### src/rtl/hazard_ctrl_if.sv
// Pipeline hazard bus: hazard inputs from the ID/EX/MEM stages and the stall/flush controls back.
// The controller side uses modport master; the pipeline side uses modport slave.
interface hazard_ctrl_if #(
  parameter int CNT_W = 16
) ();
  logic             IDEX_MemRead_i;
  logic [4:0]       IDEX_Rt_i;
  logic [4:0]       IFID_Rs_i;
  logic [4:0]       IFID_Rt_i;
  logic             Branch_i;
  // MemReq_i/MemAck_i: the access completes on any cycle where both are high; req without ack is a wait.
  logic             MemReq_i;
  logic             MemAck_i;
  logic             PC_Write_o;
  logic             IFID_Write_o;
  logic             IFID_Flush_o;
  logic             IDEX_Write_o;
  logic             IDEX_Bubble_o;
  logic             EXMEM_Write_o;
  logic             MEMWB_Bubble_o;
  logic             MemTimeout_o;
  logic [1:0]       state_o;
  logic [CNT_W-1:0] stall_cnt_o;

  modport master (
    input  IDEX_MemRead_i, IDEX_Rt_i, IFID_Rs_i, IFID_Rt_i, Branch_i, MemReq_i, MemAck_i,
    output PC_Write_o, IFID_Write_o, IFID_Flush_o, IDEX_Write_o, IDEX_Bubble_o,
           EXMEM_Write_o, MEMWB_Bubble_o, MemTimeout_o, state_o, stall_cnt_o
  );

  modport slave (
    output IDEX_MemRead_i, IDEX_Rt_i, IFID_Rs_i, IFID_Rt_i, Branch_i, MemReq_i, MemAck_i,
    input  PC_Write_o, IFID_Write_o, IFID_Flush_o, IDEX_Write_o, IDEX_Bubble_o,
           EXMEM_Write_o, MEMWB_Bubble_o, MemTimeout_o, state_o, stall_cnt_o
  );
endinterface

### src/rtl/hazard_ctrl.sv
// Stall/flush sequencer for the 5-stage pipeline: load-use stalls, branch squash slots, data-memory waits.
// Optional macro STALL_CNT_EN enables the saturating stall-cycle counter on stall_cnt_o.
module hazard_ctrl #(
  parameter int FLUSH_SLOTS = 1,
  parameter int MEM_TIMEOUT = 16,
  parameter int TO_W        = 8,
  parameter int CNT_W       = 16
) (
  input logic           clk_i,
  input logic           rst_i,
  hazard_ctrl_if.master hz
);

  typedef enum logic [1:0] {
    S_RUN   = 2'b00,
    S_FLUSH = 2'b01,
    S_WAIT  = 2'b10
  } state_t;

  localparam logic [1:0]      SLOT_INIT = 2'(FLUSH_SLOTS - 1);
  localparam logic [TO_W-1:0] TO_LAST   = TO_W'((MEM_TIMEOUT > 0) ? MEM_TIMEOUT - 1 : 0);
  localparam bit              TO_EN     = (MEM_TIMEOUT > 0);

  state_t          state_q, state_d, eval_state, ret_state;
  logic [1:0]      slot_q, slot_d;
  logic [TO_W-1:0] wait_q, wait_d;
  logic            to_q, to_d;
  logic            miss, lu;
  logic            pc_write, ifid_write, ifid_flush, idex_write, idex_bubble, exmem_write, memwb_bubble;

  assign miss = hz.MemReq_i & ~hz.MemAck_i;
  assign lu   = hz.IDEX_MemRead_i & (hz.IDEX_Rt_i != 5'd0) &
                ((hz.IDEX_Rt_i == hz.IFID_Rs_i) | (hz.IDEX_Rt_i == hz.IFID_Rt_i));
  assign ret_state = (slot_q != 2'd0) ? S_FLUSH : S_RUN;

  always_ff @(posedge clk_i or negedge rst_i) begin
    if (!rst_i) begin
      state_q <= S_RUN;
      slot_q  <= 2'd0;
      wait_q  <= '0;
      to_q    <= 1'b0;
    end else begin
      state_q <= state_d;
      slot_q  <= slot_d;
      wait_q  <= wait_d;
      to_q    <= to_d;
    end
  end

  always_comb begin
    pc_write     = 1'b1;
    ifid_write   = 1'b1;
    ifid_flush   = 1'b0;
    idex_write   = 1'b1;
    idex_bubble  = 1'b0;
    exmem_write  = 1'b1;
    memwb_bubble = 1'b0;
    state_d      = state_q;
    slot_d       = slot_q;
    wait_d       = wait_q;
    to_d         = to_q;
    // An acked wait cycle behaves exactly like the state it returns to.
    eval_state   = (state_q == S_WAIT) ? ret_state : state_q;

    if ((state_q == S_WAIT) && !hz.MemAck_i) begin
      memwb_bubble = 1'b1;
      if (TO_EN && (wait_q == TO_LAST)) begin
        to_d    = 1'b1;
        state_d = ret_state;
      end else begin
        pc_write    = 1'b0;
        ifid_write  = 1'b0;
        idex_write  = 1'b0;
        exmem_write = 1'b0;
        wait_d      = wait_q + 1'b1;
      end
    end else if (miss) begin
      pc_write     = 1'b0;
      ifid_write   = 1'b0;
      idex_write   = 1'b0;
      exmem_write  = 1'b0;
      memwb_bubble = 1'b1;
      state_d      = S_WAIT;
      wait_d       = '0;
    end else if (lu) begin
      // The slot is held, not consumed, while the load-use bubble is inserted.
      pc_write    = 1'b0;
      ifid_write  = 1'b0;
      idex_bubble = 1'b1;
      ifid_flush  = (eval_state == S_FLUSH);
      state_d     = eval_state;
    end else if (eval_state == S_FLUSH) begin
      ifid_flush = 1'b1;
      slot_d     = slot_q - 2'd1;
      state_d    = (slot_q == 2'd1) ? S_RUN : S_FLUSH;
    end else if (hz.Branch_i) begin
      ifid_flush = 1'b1;
      slot_d     = SLOT_INIT;
      state_d    = (FLUSH_SLOTS > 1) ? S_FLUSH : S_RUN;
    end else begin
      state_d = S_RUN;
    end

    if (!rst_i) begin
      pc_write     = 1'b0;
      ifid_write   = 1'b0;
      ifid_flush   = 1'b1;
      idex_write   = 1'b0;
      idex_bubble  = 1'b1;
      exmem_write  = 1'b0;
      memwb_bubble = 1'b1;
    end
  end

  assign hz.PC_Write_o     = pc_write;
  assign hz.IFID_Write_o   = ifid_write;
  assign hz.IFID_Flush_o   = ifid_flush;
  assign hz.IDEX_Write_o   = idex_write;
  assign hz.IDEX_Bubble_o  = idex_bubble;
  assign hz.EXMEM_Write_o  = exmem_write;
  assign hz.MEMWB_Bubble_o = memwb_bubble;
  assign hz.MemTimeout_o   = to_q;
  assign hz.state_o        = state_q;

`ifdef STALL_CNT_EN
  logic [CNT_W-1:0] stall_cnt_q;

  always_ff @(posedge clk_i or negedge rst_i) begin
    if (!rst_i) begin
      stall_cnt_q <= '0;
    end else if (!pc_write && (stall_cnt_q != {CNT_W{1'b1}})) begin
      stall_cnt_q <= stall_cnt_q + 1'b1;
    end
  end

  assign hz.stall_cnt_o = stall_cnt_q;
`else
  assign hz.stall_cnt_o = '0;
`endif

endmodule
### src/flat_wrapper.sv
// flat-port wrapper written by rule: the top's interface ports become plain ports
module hazard_ctrl_flat 
#(
  parameter int FLUSH_SLOTS = 1,
  parameter int MEM_TIMEOUT = 16,
  parameter int TO_W        = 8,
  parameter int CNT_W       = 16
)
  (clk_i, rst_i, hz_IDEX_MemRead_i, hz_IDEX_Rt_i, hz_IFID_Rs_i, hz_IFID_Rt_i, hz_Branch_i, hz_MemReq_i, hz_MemAck_i, hz_PC_Write_o, hz_IFID_Write_o, hz_IFID_Flush_o, hz_IDEX_Write_o, hz_IDEX_Bubble_o, hz_EXMEM_Write_o, hz_MEMWB_Bubble_o, hz_MemTimeout_o, hz_state_o, hz_stall_cnt_o);
  hazard_ctrl_if #(.CNT_W(CNT_W)) hz_i ();
  input logic clk_i;
  input logic rst_i;
  input wire logic [$bits(hz_i.IDEX_MemRead_i)-1:0] hz_IDEX_MemRead_i;
  input wire logic [$bits(hz_i.IDEX_Rt_i)-1:0] hz_IDEX_Rt_i;
  input wire logic [$bits(hz_i.IFID_Rs_i)-1:0] hz_IFID_Rs_i;
  input wire logic [$bits(hz_i.IFID_Rt_i)-1:0] hz_IFID_Rt_i;
  input wire logic [$bits(hz_i.Branch_i)-1:0] hz_Branch_i;
  input wire logic [$bits(hz_i.MemReq_i)-1:0] hz_MemReq_i;
  input wire logic [$bits(hz_i.MemAck_i)-1:0] hz_MemAck_i;
  output wire logic [$bits(hz_i.PC_Write_o)-1:0] hz_PC_Write_o;
  output wire logic [$bits(hz_i.IFID_Write_o)-1:0] hz_IFID_Write_o;
  output wire logic [$bits(hz_i.IFID_Flush_o)-1:0] hz_IFID_Flush_o;
  output wire logic [$bits(hz_i.IDEX_Write_o)-1:0] hz_IDEX_Write_o;
  output wire logic [$bits(hz_i.IDEX_Bubble_o)-1:0] hz_IDEX_Bubble_o;
  output wire logic [$bits(hz_i.EXMEM_Write_o)-1:0] hz_EXMEM_Write_o;
  output wire logic [$bits(hz_i.MEMWB_Bubble_o)-1:0] hz_MEMWB_Bubble_o;
  output wire logic [$bits(hz_i.MemTimeout_o)-1:0] hz_MemTimeout_o;
  output wire logic [$bits(hz_i.state_o)-1:0] hz_state_o;
  output wire logic [$bits(hz_i.stall_cnt_o)-1:0] hz_stall_cnt_o;
  assign hz_i.IDEX_MemRead_i = hz_IDEX_MemRead_i;
  assign hz_i.IDEX_Rt_i = hz_IDEX_Rt_i;
  assign hz_i.IFID_Rs_i = hz_IFID_Rs_i;
  assign hz_i.IFID_Rt_i = hz_IFID_Rt_i;
  assign hz_i.Branch_i = hz_Branch_i;
  assign hz_i.MemReq_i = hz_MemReq_i;
  assign hz_i.MemAck_i = hz_MemAck_i;
  assign hz_PC_Write_o = hz_i.PC_Write_o;
  assign hz_IFID_Write_o = hz_i.IFID_Write_o;
  assign hz_IFID_Flush_o = hz_i.IFID_Flush_o;
  assign hz_IDEX_Write_o = hz_i.IDEX_Write_o;
  assign hz_IDEX_Bubble_o = hz_i.IDEX_Bubble_o;
  assign hz_EXMEM_Write_o = hz_i.EXMEM_Write_o;
  assign hz_MEMWB_Bubble_o = hz_i.MEMWB_Bubble_o;
  assign hz_MemTimeout_o = hz_i.MemTimeout_o;
  assign hz_state_o = hz_i.state_o;
  assign hz_stall_cnt_o = hz_i.stall_cnt_o;
  hazard_ctrl #(.FLUSH_SLOTS(FLUSH_SLOTS), .MEM_TIMEOUT(MEM_TIMEOUT), .TO_W(TO_W), .CNT_W(CNT_W)) u_core (.clk_i(clk_i), .rst_i(rst_i), .hz(hz_i));
endmodule
### config.mk
export PLATFORM = sky130hd
export DESIGN_NAME = hazard_ctrl_flat
export DESIGN_NICKNAME = d
export VERILOG_FILES = /design/src/rtl/hazard_ctrl_if.sv /design/src/rtl/hazard_ctrl.sv /design/src/flat_wrapper.sv
export SDC_FILE = /design/constraint.sdc
export NUM_CORES = 1
export LEC_CHECK = 0
export CELL_PAD_IN_SITES_DETAIL_PLACEMENT = 1
export CELL_PAD_IN_SITES_GLOBAL_PLACEMENT = 2
export CORE_AREA = 2 2 68 70
export CTS_BUF_LIST = sky130_fd_sc_hd__clkbuf_2 sky130_fd_sc_hd__clkbuf_4 sky130_fd_sc_hd__clkbuf_8
export CTS_CLUSTER_SIZE = 20
export DETAILED_ROUTE_END_ITERATION = 12
export DIE_AREA = 0 0 70 72
export PLACE_DENSITY = 0.8
export SLEW_MARGIN = 15
export SYNTH_ARGS = -nofsm -noshare
export SYNTH_HDL_FRONTEND = slang
export SYNTH_SLANG_ARGS = --single-unit
export TNS_END_PERCENT = 10
### constraint.sdc
create_clock -name clk_i -period 2.9 [get_ports clk_i]
set_input_delay 0.58 -clock clk_i [delete_from_list [all_inputs] [get_ports clk_i]]
set_output_delay 0.58 -clock clk_i [all_outputs]
set_load 0.05 [all_outputs]
Yosys cells after proc, flatten, opt, wreduce, memory -nomap -nowiden
Cells that the tools add are included.
Operators by class
  add/sub/neg operators: 2
  multipliers: 0
  div/mod/pow operators: 0
  $lt $le $gt $ge: 0
  equal/unequal tests: 8
  shift-type cells: 0
  muxes and demuxes: 34
  bitwise operators: 8
  reductions and logical operators: 9
Operators by type and width (count)
  $mux 8: 3
  $mux 1: 23
  $mux 2: 8
  $eq 5x5->1: 2
  $add 8x1->8 const B: 1
  $eq 8x4->1 const B: 1
  $reduce_bool 2->1: 3
  $reduce_bool 5->1: 1
  $eq 2x1->1 const B: 2
  $ne 2x2->1 const B: 2
  $not 1->1: 4
  $reduce_and 2->1: 2
  $reduce_and 4->1: 1
  $and 1x1->1: 3
  $eq 2x2->1 const B: 1
  $sub 2x1->2 const B: 1
  $logic_and 1x1->1: 1
  $logic_not 1->1: 1
  $or 1x1->1: 1
Storage, ports and cells
  register bits: 13
  latch bits: 0
  RAM bits: 0
  bits in read-only memories: 0
  input port bits: 21
  output and inout bits: 26
  word-level logic and storage cells: 65
  memories kept: 0

Logic depth before layout (Yosys ltp)
Gate-level depths: netlist of the first run.
  depth in word-level cells: 9
  depth in mapped cells: 7

Least setup slack after synthesis of the first run
OpenSTA, ideal clock, no wires.
  path kind: register to output
  start point: register u_core.state_q[0] (netlist: u_core.hz.state_o[0])
  end point: output hz_PC_Write_o
  data arrival time: 3.350 ns
  required time: 2.320 ns
  path slack: -1.030 ns
  stages on the path, launching flop included: 7
  path buffers: 2
  cell sequence: dfrtp_1 > nand2b_4 > a21o_1 > clkbuf_1 > nand2_1 > o21ai_0 > buf_4
On the way
  word-level cells in the longest chain between the ends: 4
Ends and longest elaborated chain
  start, declared: RTL line hazard_ctrl.sv:24  | state_t state_q, state_d, eval_state, ret_state;
  start signal, assigned: RTL line hazard_ctrl.sv:43  | state_q <= state_d;
  $eq 2x2->1: RTL line hazard_ctrl.sv:65  | if ((state_q == S_WAIT) && !hz.MemAck_i) begin
  $logic_and 1x1->1: RTL line hazard_ctrl.sv:65
  $mux 1 (2 in series)
  end, declared: RTL line flat_wrapper.sv:20  | output wire logic [$bits(hz_i.PC_Write_o)-1:0] hz_PC_Write_o;
Every way passes these cells.

Final worst setup path of the first run
  start point: input hz_IDEX_Rt_i[1]
  end point: output hz_IFID_Flush_o
On the way
  word-level cells in the longest chain between the ends: 7
Ends and longest elaborated chain
  start, declared: RTL line flat_wrapper.sv:14  | input wire logic [$bits(hz_i.IDEX_Rt_i)-1:0] hz_IDEX_Rt_i;
  $eq 5x5->1 or $reduce_bool 5->1 (tied branches): RTL line hazard_ctrl.sv:33, hazard_ctrl.sv:32
  $or 1x1->1 or $and 1x1->1 (tied branches): RTL line hazard_ctrl.sv:33, hazard_ctrl.sv:32
  $and 1x1->1 *: RTL line hazard_ctrl.sv:32  | assign lu = hz.IDEX_MemRead_i & (hz.IDEX_Rt_i != 5'd0) &
  $mux 1 *: RTL line hazard_ctrl.sv:85  | end else if (lu) begin
  $mux 1 *: RTL line hazard_ctrl.sv:77  | end else if (miss) begin
  $mux 1 *: RTL line hazard_ctrl.sv:65
  $mux 1 *: RTL line hazard_ctrl.sv:104  | if (!rst_i) begin
  end, declared: RTL line flat_wrapper.sv:22  | output wire logic [$bits(hz_i.IFID_Flush_o)-1:0] hz_IFID_Flush_o;
Every way passes the cells marked *; elsewhere a longest branch is shown, timed or not.

==> flow_summary_export.csv, run 1 <==
group,metric,value,unit
critical_path,required,2.32,ns
critical_path,crit_buf_inv,2,
clock_tree,clkSlewWorstSetupHoldPaths,0.05,ns
power_and_ir_drop,powerDensity,545,nW/um^2
yosys,ys.flop_type,"dfrtp_1",
power_and_ir_drop,switching_share,41.1,%
yosys,synth_top_area_share,31.2,%
layout,seqCellArea,327,um^2
yosys,yosysTopAreaCell,"dfrtp_1",
floorplanning,io-pin-count,47,
yosys,avgSynthCellArea,8.77,um^2
yosys,yosysMostFrequentCell,"buf_4",
global_route,overflow,0,
layout,antenna_cells,0,
timing,finalMaxSlewViolations,0,
clock_tree,hold_buffers,0,
yosys,synth_adder_area_share,3.60,%
route,dr.pass1.iters,4,
yosys,synthXorXnorAreaFrac,13.4,%
placed_design,portBuffers,30,
power_and_ir_drop,clkPwrFrac,21.5,%
route,routed_wirelength,2720,um
yosys,synth_compound_area_share,11.4,%
route,drt_iter0_drc,17,
timing,setup_viol_count_final,0,
route,wire_per_inst,13.1,um
clock_tree,cts_setup_buffers,0,
floorplanning,core_area,4260,um^2
yosys,synthesis.area,1040,um^2
timing,skew,0.00702,ns
layout,fillers,493,
critical_path,slowest_delay,0.56,ns
clock_tree,cts_tree,"done",
yosys,ys_async_sr_fraction,100,%
layout,areaGrowthSynthToFinish,49.0,%
global_route,grt_pass1_vias,993,
layout,final_layout_size_suffix_gt1_share,21.9,%
global_route,grt_max_degree,11,
floorplanning,die_width,70,um
power_and_ir_drop,peakVddDrop,0.000149,V
yosys,synth_seq_cells,13,
hold_path,hold_class,"reg -> reg",
yosys,synth_top_family_by_area,"simple AND/OR/NAND/NOR gates",
route,vias,917,
power_and_ir_drop,p_int,0.500,mW
yosys,muxShareOfSynthArea,3.00,%
timing,fmax,348,MHz
layout,fin_nets,180,
yosys,netlist_instances,119,
layout,final_area,1560,um^2
timing,slew_headroom,66.4,%
layout,multi_input_area,687,um^2
timing,setup_ws,0.0295,ns
route,viasPerCell,4.43,
placed_design,dp_hpwl,2270,um
yosys,synth_edf_count,0,
critical_path,slowest_stage,"or4_4",
status,status,"finished clean",
yosys,synth_cell_types,32,
power_and_ir_drop,switchingPower,0.348,mW
clock_tree,clk_path_buf_depth,2,
yosys,yosys-top-cells-area,"dfrtp_1 31%, xnor2_1 13%, buf_4 13%, nand2_1 4.3%, nor2_1 4.0%",
power_and_ir_drop,p_seq_share,29.9,%
timing,fin_crit,2.87,ns
critical_path,worstPathMaxFanout,2,
clock_tree,cts-buffers-inserted,3,
timing,period_share,99.0,%
floorplanning,fp-row-count,24,
power_and_ir_drop,combPwrFrac,48.5,%
yosys,seq_area_frac_synth,31.2,%
timing,hold_viol,0,
critical_path,path_cells,"clkdlybuf4s50_1, or4_4, o21ai_4, nor2_2, o211ai_1, clkbuf_16",
run,maxCapViolations,0,
floorplanning,start_util,24.5,%
placed_design,gp_congestion,0.701,
critical_path,worstSetupEndpointType,"output pin",
clock_tree,cts-root-buf,"clkbuf_8",
clock_tree,htree_num_levels,1,
critical_path,arrival,2.29,ns
floorplanning,die_y,72,um
clock_tree,clk_latency,0.26,ns
yosys,synth_simple_gate_area_share,22.7,%
floorplanning,die_area,5040,um^2
yosys,synth.top_cells.by_count,"18 x buf_4, 16 x xnor2_1, 13 x dfrtp_1, 12 x nand2_1, 11 x nor2_1",
yosys,ys_warn_count,0,
route,route.detailed.drc,0,
placed_design,post_dp_cell_area,1440,um^2
global_route,grt_pass1_wl,4340,um
critical_path,critPathKind,"in -> out",
critical_path,critPathTopFamily,"buffers and inverters",
placed_design,preCtsSetupSlack,-0.0996,ns
timing,tightestPinTransition,0.502,ns
critical_path,startpoint_type,"primary input",
global_route,grtUsageTotal,11.2,%
route,postRouteAntennaNets,0,
global_route,antenna_found_initial,0,
clock_tree,clock-sinks,13,
power_and_ir_drop,p_leak,0.664,nW
[state kept, by name, summed over array words and instances (netlist names)]
register / count
u_core.hz.state_o: 2
u_core.slot_q: 2
u_core.hz.MemTimeout_o: 1
u_core.wait_q: 8
[routing by layer]
metal	vias to the layer above	routed length, um	global-route usage (%)
met5	-	0	0
met4	0	50	5.77
li1	442	-	-
met2	39	1470	21.3
met3	3	175	2.64
met1	433	1020	11.4
[path summary, 6_finish.rpt]
check / startpoint / to / slack [ns] / cells after the start
max in group asynchronous: rst_i / u_core.hz.state_o[0] / 1.82 / 2
min: u_core.hz.MemTimeout_o / u_core.hz.MemTimeout_o / 0.48 / 1
min in group asynchronous: rst_i / u_core.wait_q[6] / 0.62 / 1
max: hz_IDEX_Rt_i[1] / hz_IFID_Flush_o / 0.03 / 6
min reg2reg: u_core.hz.MemTimeout_o / u_core.hz.MemTimeout_o / 0.48 / 1
max reg2reg: u_core.wait_q[5] / u_core.wait_q[3] / 1.07 / 6
[power by group through the flow]
stage	sequential [mW]	combinational (mW)	clock [mW]
CTS	0.254	0.409	0.186
global placement	0.254	0.393	0
floorplan	0.281	0.253	0
detailed placement	0.257	0.405	0
global route	0.259	0.441	0.193
finish	0.254	0.411	0.183
[logic make-up (layout without fill, tap and decap cells)]
group | count (synthesis) | count (layout)
simple gates | 43 | 43
buf+inv | 22 | 43
compound gates | 18 | 18
xor+xnor | 16 | 16
flops | 13 | 13
fa+ha+maj | 3 | 3
mux | 3 | 3
other cells | 1 | 16
[placed cells by master, fill, tap and decap left out, types with 3 or more instances in the layout]
master and instances:
buf_12 5, buf_4 6, clkbuf_8 3, clkdlybuf4s50_1 21, conb_1 16, dfrtp_1 12
ha_1 3, inv_1 3, nand2_1 11, nand3_1 3, nor2_1 10, nor3_1 5
xnor2_1 14
[layout make-up]
type	instances	share of cell area (%)
multi-input cells	99	44.2
repair buffers	36	26.8
well taps	52	4.18
inverters	3	0.724
clock buffers	4	3.14
flip-flops and latches	13	21.0
[stage by stage]
step | total power, mW | util (%) | TNS (ns) | hold WS [ns] | instances
floorplan | 0.534 | - | 0 | 0.284 | 134
global placement | 0.648 | 33.9 | -0.0667 | 0.463 | 203
detailed placement | 0.662 | 33.9 | -0.129 | 0.465 | 203
CTS | 0.849 | 35.2 | 0 | 0.477 | 207
global route | 0.893 | 36.5 | -0.0309 | 0.515 | 207
finish | 0.848 | 36.5 | 0 | 0.476 | 207
[what timing repair did]
| action | in CTS | in global routing |
|---|---|---|
| hold endpoints to repair | 0 | 0 |
| pin swaps | 1 | 5 |
| resized for setup | 3 | 12 |
| setup endpoints to repair | 3 | 2 |
No activity file was read; power rests on OpenSTA's default activity.
==> run 2: changes to the inputs <==
--- a/config.mk
+++ b/config.mk
@@ -5,6 +5,7 @@
 export SDC_FILE = /design/constraint.sdc
 export NUM_CORES = 1
 export LEC_CHECK = 0
+export CAP_MARGIN = 20
 export CELL_PAD_IN_SITES_DETAIL_PLACEMENT = 1
 export CELL_PAD_IN_SITES_GLOBAL_PLACEMENT = 2
 export CORE_AREA = 2 2 68 70
==> results of run 2 <==
No change in the layout: final DEF, timing and power equal those of run 1.
